===== src/rtl/csr_excp.sv =====
// rtl/csr_excp.sv - LoongArch-32 exception/interrupt CSR file with optional stable-counter timer
//
// Purpose: holds CRMD, PRMD, ECFG, ESTAT, ERA, BADV, EENTRY, SAVE0..SAVE(SAVE_N-1) and,
// when CSR_TIMER_EN is defined, TID, TCFG, TVAL, TICLR plus the timer counter. Records
// exceptions, restores state on ERTN and raises has_int for the pipeline.
// Without CSR_TIMER_EN the timer CSRs read 0, ignore writes and ESTAT.IS[11] is 0.
//
// Ports:
//   clk, resetn                  clock, synchronous active-low reset
//   csr_re/csr_rd_num            combinational read port -> csr_rd_value
//   csr_we/csr_wr_num/_mask/_value  masked write port
//   wb_ex/wb_ecode/wb_esubcode/wb_pc/wb_vaddr  exception commit from WB
//   ertn_flush                   ERTN commit from WB
//   hw_int_in/ipi_int_in         level interrupt lines
//   has_int, ex_entry, ertn_pc   interrupt request, exception entry PC, ERTN return PC
module csr_excp #(
   parameter int          SAVE_N   = 4,
   parameter int          HW_INT_N = 8,
   parameter int          TIMER_W  = 32,
   parameter logic [31:0] CORE_ID  = 32'h0
) (
   input  logic                clk,
   input  logic                resetn,
   input  logic                csr_re,
   input  logic [13:0]         csr_rd_num,
   output logic [31:0]         csr_rd_value,
   input  logic                csr_we,
   input  logic [13:0]         csr_wr_num,
   input  logic [31:0]         csr_wr_mask,
   input  logic [31:0]         csr_wr_value,
   input  logic                wb_ex,
   input  logic [5:0]          wb_ecode,
   input  logic [8:0]          wb_esubcode,
   input  logic [31:0]         wb_pc,
   input  logic [31:0]         wb_vaddr,
   input  logic                ertn_flush,
   input  logic [HW_INT_N-1:0] hw_int_in,
   input  logic                ipi_int_in,
   output logic                has_int,
   output logic [31:0]         ex_entry,
   output logic [31:0]         ertn_pc
);

   localparam logic [13:0] CSR_CRMD   = 14'h000;
   localparam logic [13:0] CSR_PRMD   = 14'h001;
   localparam logic [13:0] CSR_ECFG   = 14'h004;
   localparam logic [13:0] CSR_ESTAT  = 14'h005;
   localparam logic [13:0] CSR_ERA    = 14'h006;
   localparam logic [13:0] CSR_BADV   = 14'h007;
   localparam logic [13:0] CSR_EENTRY = 14'h00C;
   localparam logic [13:0] CSR_SAVE0  = 14'h030;
   localparam logic [13:0] CSR_TID    = 14'h040;
   localparam logic [13:0] CSR_TCFG   = 14'h041;
   localparam logic [13:0] CSR_TVAL   = 14'h042;
   localparam logic [13:0] CSR_TICLR  = 14'h044;

   logic [1:0]          plv_q, plv_d, pplv_q, pplv_d, swi_q, swi_d;
   logic                ie_q, ie_d, pie_q, pie_d, ipi_q;
   logic [12:0]         lie_q, lie_d;
   logic [HW_INT_N-1:0] hw_q;
   logic [5:0]          ecode_q, ecode_d;
   logic [8:0]          esub_q, esub_d;
   logic [31:0]         era_q, era_d, badv_q, badv_d;
   logic [25:0]         eentry_q, eentry_d;
   logic [31:0]         save_q [SAVE_N];
   logic [31:0]         save_d [SAVE_N];
   logic                ti_w;
   logic [31:0]         tid_rd, tcfg_rd, tval_rd;

   // Masked-write terms: new = mv | (mk & old) for every field.
   logic [31:0] mv, mk;
   assign mv = csr_wr_mask & csr_wr_value;
   assign mk = ~csr_wr_mask;

   logic wr_crmd, wr_prmd, wr_ecfg, wr_estat, wr_era, wr_badv, wr_eentry;
   assign wr_crmd   = csr_we && (csr_wr_num == CSR_CRMD);
   assign wr_prmd   = csr_we && (csr_wr_num == CSR_PRMD);
   assign wr_ecfg   = csr_we && (csr_wr_num == CSR_ECFG);
   assign wr_estat  = csr_we && (csr_wr_num == CSR_ESTAT);
   assign wr_era    = csr_we && (csr_wr_num == CSR_ERA);
   assign wr_badv   = csr_we && (csr_wr_num == CSR_BADV);
   assign wr_eentry = csr_we && (csr_wr_num == CSR_EENTRY);

   logic ex_adef, ex_ale;
   assign ex_adef = (wb_ecode == 6'h08) && (wb_esubcode == 9'h0);
   assign ex_ale  = (wb_ecode == 6'h09);

   always_comb begin
      plv_d = plv_q;   ie_d = ie_q;   pplv_d = pplv_q; pie_d = pie_q;
      lie_d = lie_q;   swi_d = swi_q; ecode_d = ecode_q; esub_d = esub_q;
      era_d = era_q;   badv_d = badv_q; eentry_d = eentry_q;
      for (int i = 0; i < SAVE_N; i++) save_d[i] = save_q[i];

      if (wb_ex) begin
         plv_d = 2'b00; ie_d = 1'b0;
      end else if (ertn_flush) begin
         plv_d = pplv_q; ie_d = pie_q;
      end else if (wr_crmd) begin
         plv_d = mv[1:0] | (mk[1:0] & plv_q);
         ie_d  = mv[2] | (mk[2] & ie_q);
      end

      if (wb_ex) begin
         pplv_d = plv_q; pie_d = ie_q;
      end else if (wr_prmd) begin
         pplv_d = mv[1:0] | (mk[1:0] & pplv_q);
         pie_d  = mv[2] | (mk[2] & pie_q);
      end

      if (wr_ecfg) lie_d = (mv[12:0] | (mk[12:0] & lie_q)) & 13'h1BFF;

      if (wb_ex) begin
         ecode_d = wb_ecode; esub_d = wb_esubcode;
      end else if (wr_estat) begin
         swi_d = mv[1:0] | (mk[1:0] & swi_q);
      end

      if (wb_ex)       era_d = wb_pc;
      else if (wr_era) era_d = mv | (mk & era_q);

      // BADV only belongs to the exception when the exception actually reports an address.
      if (wb_ex && ex_adef)     badv_d = wb_pc;
      else if (wb_ex && ex_ale) badv_d = wb_vaddr;
      else if (wr_badv)         badv_d = mv | (mk & badv_q);

      if (wr_eentry) eentry_d = mv[31:6] | (mk[31:6] & eentry_q);

      for (int i = 0; i < SAVE_N; i++)
         if (csr_we && (csr_wr_num == CSR_SAVE0 + 14'(i))) save_d[i] = mv | (mk & save_q[i]);
   end

   always_ff @(posedge clk) begin
      if (!resetn) begin
         plv_q <= '0; ie_q <= 1'b0; pplv_q <= '0; pie_q <= 1'b0;
         lie_q <= '0; swi_q <= '0; hw_q <= '0; ipi_q <= 1'b0;
         ecode_q <= '0; esub_q <= '0; era_q <= '0; badv_q <= '0; eentry_q <= '0;
         for (int i = 0; i < SAVE_N; i++) save_q[i] <= '0;
      end else begin
         plv_q <= plv_d; ie_q <= ie_d; pplv_q <= pplv_d; pie_q <= pie_d;
         lie_q <= lie_d; swi_q <= swi_d; hw_q <= hw_int_in; ipi_q <= ipi_int_in;
         ecode_q <= ecode_d; esub_q <= esub_d; era_q <= era_d; badv_q <= badv_d;
         eentry_q <= eentry_d;
         for (int i = 0; i < SAVE_N; i++) save_q[i] <= save_d[i];
      end
   end

`ifdef CSR_TIMER_EN
   logic [31:0]        tid_q, tid_d;
   logic [TIMER_W-1:0] tcfg_q, tcfg_d, cnt_q, cnt_d;
   logic               ti_q, ti_d;
   logic               wr_tid, wr_tcfg, wr_ticlr;
   assign wr_tid   = csr_we && (csr_wr_num == CSR_TID);
   assign wr_tcfg  = csr_we && (csr_wr_num == CSR_TCFG);
   assign wr_ticlr = csr_we && (csr_wr_num == CSR_TICLR);

   always_comb begin
      tid_d = tid_q; tcfg_d = tcfg_q; cnt_d = cnt_q; ti_d = ti_q;
      if (wr_tid) tid_d = mv | (mk & tid_q);
      if (wr_ticlr && mv[0]) ti_d = 1'b0;
      // Expiry is evaluated after the clear so a simultaneous set wins.
      // All-ones is the parked value of a one-shot timer: it never decrements from there.
      if (tcfg_q[0] && (cnt_q == '0)) begin
         ti_d  = 1'b1;
         cnt_d = tcfg_q[1] ? {tcfg_q[TIMER_W-1:2], 2'b00} : '1;
      end else if (tcfg_q[0] && (cnt_q != '1)) begin
         cnt_d = cnt_q - TIMER_W'(1);
      end
      if (wr_tcfg) begin
         tcfg_d = mv[TIMER_W-1:0] | (mk[TIMER_W-1:0] & tcfg_q);
         cnt_d  = {tcfg_d[TIMER_W-1:2], 2'b00};
      end
   end

   always_ff @(posedge clk) begin
      if (!resetn) begin
         tid_q <= CORE_ID; tcfg_q <= '0; cnt_q <= '1; ti_q <= 1'b0;
      end else begin
         tid_q <= tid_d; tcfg_q <= tcfg_d; cnt_q <= cnt_d; ti_q <= ti_d;
      end
   end

   assign ti_w    = ti_q;
   assign tid_rd  = tid_q;
   assign tcfg_rd = 32'(tcfg_q);
   assign tval_rd = 32'(cnt_q);
`else
   assign ti_w    = 1'b0;
   assign tid_rd  = 32'h0;
   assign tcfg_rd = 32'h0;
   assign tval_rd = 32'h0;
`endif

   logic [7:0]  hw_pad;
   logic [12:0] is_w;
   assign hw_pad = 8'(hw_q);
   assign is_w   = {ipi_q, ti_w, 1'b0, hw_pad, swi_q};

   always_comb begin
      csr_rd_value = 32'h0;
      case (csr_rd_num)
         CSR_CRMD:   csr_rd_value = {27'h0, 2'b01, ie_q, plv_q};
         CSR_PRMD:   csr_rd_value = {29'h0, pie_q, pplv_q};
         CSR_ECFG:   csr_rd_value = {19'h0, lie_q};
         CSR_ESTAT:  csr_rd_value = {1'b0, esub_q, ecode_q, 3'b000, is_w};
         CSR_ERA:    csr_rd_value = era_q;
         CSR_BADV:   csr_rd_value = badv_q;
         CSR_EENTRY: csr_rd_value = {eentry_q, 6'h0};
         CSR_TID:    csr_rd_value = tid_rd;
         CSR_TCFG:   csr_rd_value = tcfg_rd;
         CSR_TVAL:   csr_rd_value = tval_rd;
         default:    csr_rd_value = 32'h0;
      endcase
      for (int i = 0; i < SAVE_N; i++)
         if (csr_rd_num == CSR_SAVE0 + 14'(i)) csr_rd_value = save_q[i];
      if (!csr_re) csr_rd_value = 32'h0;
   end

   assign has_int  = ie_q & (|(is_w & lie_q));
   assign ex_entry = {eentry_q, 6'h0};
   assign ertn_pc  = era_q;

endmodule


===== config.mk =====
export PLATFORM = sky130hd
export DESIGN_NAME = csr_excp
export DESIGN_NICKNAME = d
export VERILOG_FILES = /design/src/rtl/csr_excp.sv
export SDC_FILE = /design/constraint.sdc
export NUM_CORES = 1
export LEC_CHECK = 0
export CAP_MARGIN = 20
export CORE_UTILIZATION = 40
export DETAILED_ROUTE_END_ITERATION = 8
export GPL_ROUTABILITY_DRIVEN = 0
export PLACE_DENSITY_LB_ADDON = 0.15
export SETUP_SLACK_MARGIN = 0.2
export SYNTH_ARGS = -nofsm -noshare
export SYNTH_HDL_FRONTEND = slang
export SYNTH_SLANG_ARGS = --single-unit

===== constraint.sdc =====
create_clock -name clk -period 7.04 [get_ports clk]
set_input_delay 1.056 -clock clk [delete_from_list [all_inputs] [get_ports clk]]
set_output_delay 1.056 -clock clk [all_outputs]
set_load 0.03 [all_outputs]

==> impl_results.md <==
- FP Rows: 70
- Total GRT Usage: 0.283
- Pre-CTS setup slack: 1.30 ns
- Top Ports: 283
- Synth warn: 0
- Fin crit share: 0.818
- DP Wirelength: 35700 um
- Worst setup SP type: input pin
- Synthesized instance count: 1838
- Vias: 14900
- Grt total ovfl: 0
- Arr. time, crit path: 4.70 ns
- Initial Utilization: 0.409
- Most common cell in the netlist: mux2i_1
- Layout cells sized above 1: 0.0674
- Fmax: 0.174 GHz
- Resized cells post-CTS: 0
- CP endpoint kind: output port
- DIE AREA: 0.0383 sq mm
- Post-route setup slack: 1.28 ns
- Power density cells: 184 mW/mm^2
- Die X: 196 um
- Met3 GRT Util: 0.0389
- Met1 usage: 0.386
- Finished Core Util: 0.513
- Yosys cell types: 64
- Clk root buf: clkbuf_16
- Setup violations, final: 0
- Area fraction of the dominant cell type after synthesis: 0.349
- Final-stage net count: 2181
- Sequential fraction of the synthesis area: 0.349
- Antenna-violating nets left: 0
- Fin cells: 2485
- Clk_lat worst skew: 0.56 ns
- Post-synth EDFFs: 0
- CP max FO: 10
- H-Tree Depth: 1
- Slew headroom: 0.241
- Fillcell total: 3499
- GRT Max-Usage Layer: met2
- CTS Buf Count: 30
- Tmin final: 5.76 ns
- P_leak: 7.99 nW
- RSZ-0062 raised after global routing: false
- Initial antenna violation count: 0
- Routed Wire Length: 56500 um
- Measured slew at the worst slew-check pin: 1.14 ns
- Syn Area/Cell: 8.18 sq um
- Hold Crit Class: register to register
- Clk slew on worst S/H paths: 0.05 ns
- Yosys top cell by area: dfxtp_1
- Dominant synthesized flop cell: dfxtp_1
- Status: completed
- Port Buf Inserts: 276
- Setup TNS: 0 ns
- Starting DRT DRC Count: 1129
- Path depth of the worst reg2reg path: 3
- Wirelength per Cell: 22.7 um
- Synthesis-stage register bit count: 262
- # clock sinks: 262
- Final hold vios: 0
- CP Class: input pin to output port
- Critical Path RT: 5.98 ns
- Post-CTS Setup Bufs: 0
- Skew final: 0.000928 ns
- DRC viols: 0
- Worst hold path depth: 2
- Synthesized cell area: 0.0150 sq mm
- Fraction of registers with async set/reset: 0
- First-pass GRT wire length: 84400 um
- Vias in the first global route: 13900
- Maxcap violations: 0
- Placed Cells: 2430
- Hold Buf Count CTS: 0
- Via-per-instance ratio: 5.98
- Top post-synthesis cells by count: 275 x mux2i_1, 262 x dfxtp_1, 234 x nand3_1
- Synth-to-layout area growth: 25.6%
- Largest net degree at the start of global routing: 129
- CTS tree: built
- Die Ht: 196 um
- CTS max path bufs: 3
- DRT Pass-1 Iters: 5
- Global routing usage on met2: 0.464
- Peak VDD IR: 0.183 mV
- Antenna fix cells: 0
- Slew Viols, Final: 0
- Largest cells by area after synthesis: dfxtp_1 35%, mux2i_1 18%, nand3_1 7.8%
- Core area: 0.0368 sq mm
## power by group
| group | leakage, nW | internal, mW | switching (mW) |
|---|---|---|---|
| Clock | 0.479 | 0.903 | 0.635 |
| Combinational | 5.39 | 0.172 | 0.231 |
| Sequential | 2.12 | 1.51 | 0.0232 |
| Total | 7.99 | 2.58 | 0.890 |
## stage by stage
| step | total power [mW] | instance area, sq um | hold WS, ns |
|---|---|---|---|
| floorplan | 1.75 | 15000 | 0.439 |
| global placement | 1.96 | 17900 | 0.449 |
| detailed placement | 1.96 | 17900 | 0.457 |
| CTS | 3.49 | 18900 | 0.464 |
| global route | 3.58 | 18900 | 0.480 |
| finish | 3.47 | 18900 | 0.460 |
## worst max-delay path, cell delays in order
cell	delay, ns
clkdlybuf4s50_1	0.43
or4_1	0.86
nor4_4	0.74
buf_4	0.30
o21ai_0	0.11
a32o_1	0.27
a21oi_1	0.20
clkdlybuf4s50_1	0.74
## layout by cell type, fill, tap and decap left out, drive strengths merged, types with 8 or more instances in the layout
cell and n:
a22o 11, buf 39, mux2 14, a211o 32
mux2i 275, nor3 9, nand3 234, o2bb2ai 13
nand2b 37, o22ai 8, nor4 14, a22oi 21
clkinv 9, clkdlybuf4s50 272, a21oi 98, mux4 8
and2 12, dfxtp 262, nor2 234, o211ai 32
inv 38, clkbuf 47, nand2 111, o21ai 76
a221oi 17
## kinds of logic (layout without fill, tap and decap cells)
logic type | after synthesis | after routing | share of synthesized area
flip-flops | 262 | 262 | 0.349
AO/OA/AOI/OAI | 351 | 351 | 0.155
buffers and inverters | 232 | 406 | 0.0654
AND/OR/NAND/NOR | 695 | 695 | 0.225
other | 1 | 6 | 0.000250
multiplexers | 297 | 297 | 0.206
## metal layers
layer,routed length (um),share of wire
met4,1550,0.027
met1,24800,0.44
met3,4230,0.075
met2,26000,0.46
met5,0,0
## worst paths after layout
path	slack, ns	start	endpoint
hold / removal	0.46	register	register
hold reg to reg	0.46	register	register
setup reg to reg	6.17	register	register
setup / recovery	1.28	csr_rd_num[9]	csr_rd_value[18]
## cell type report
type / instances / area (sq um) / area share
clock buffers: 47 / 895 / 0.0474
inverters: 41 / 159 / 0.00842
well taps: 468 / 586 / 0.0310
repair buffers: 311 / 3030 / 0.160
multi-input cells: 1349 / 8890 / 0.471
flip-flops and latches: 262 / 5250 / 0.278
clock inverters: 7 / 75.1 / 0.00398
(Power assumes the default switching activity.)
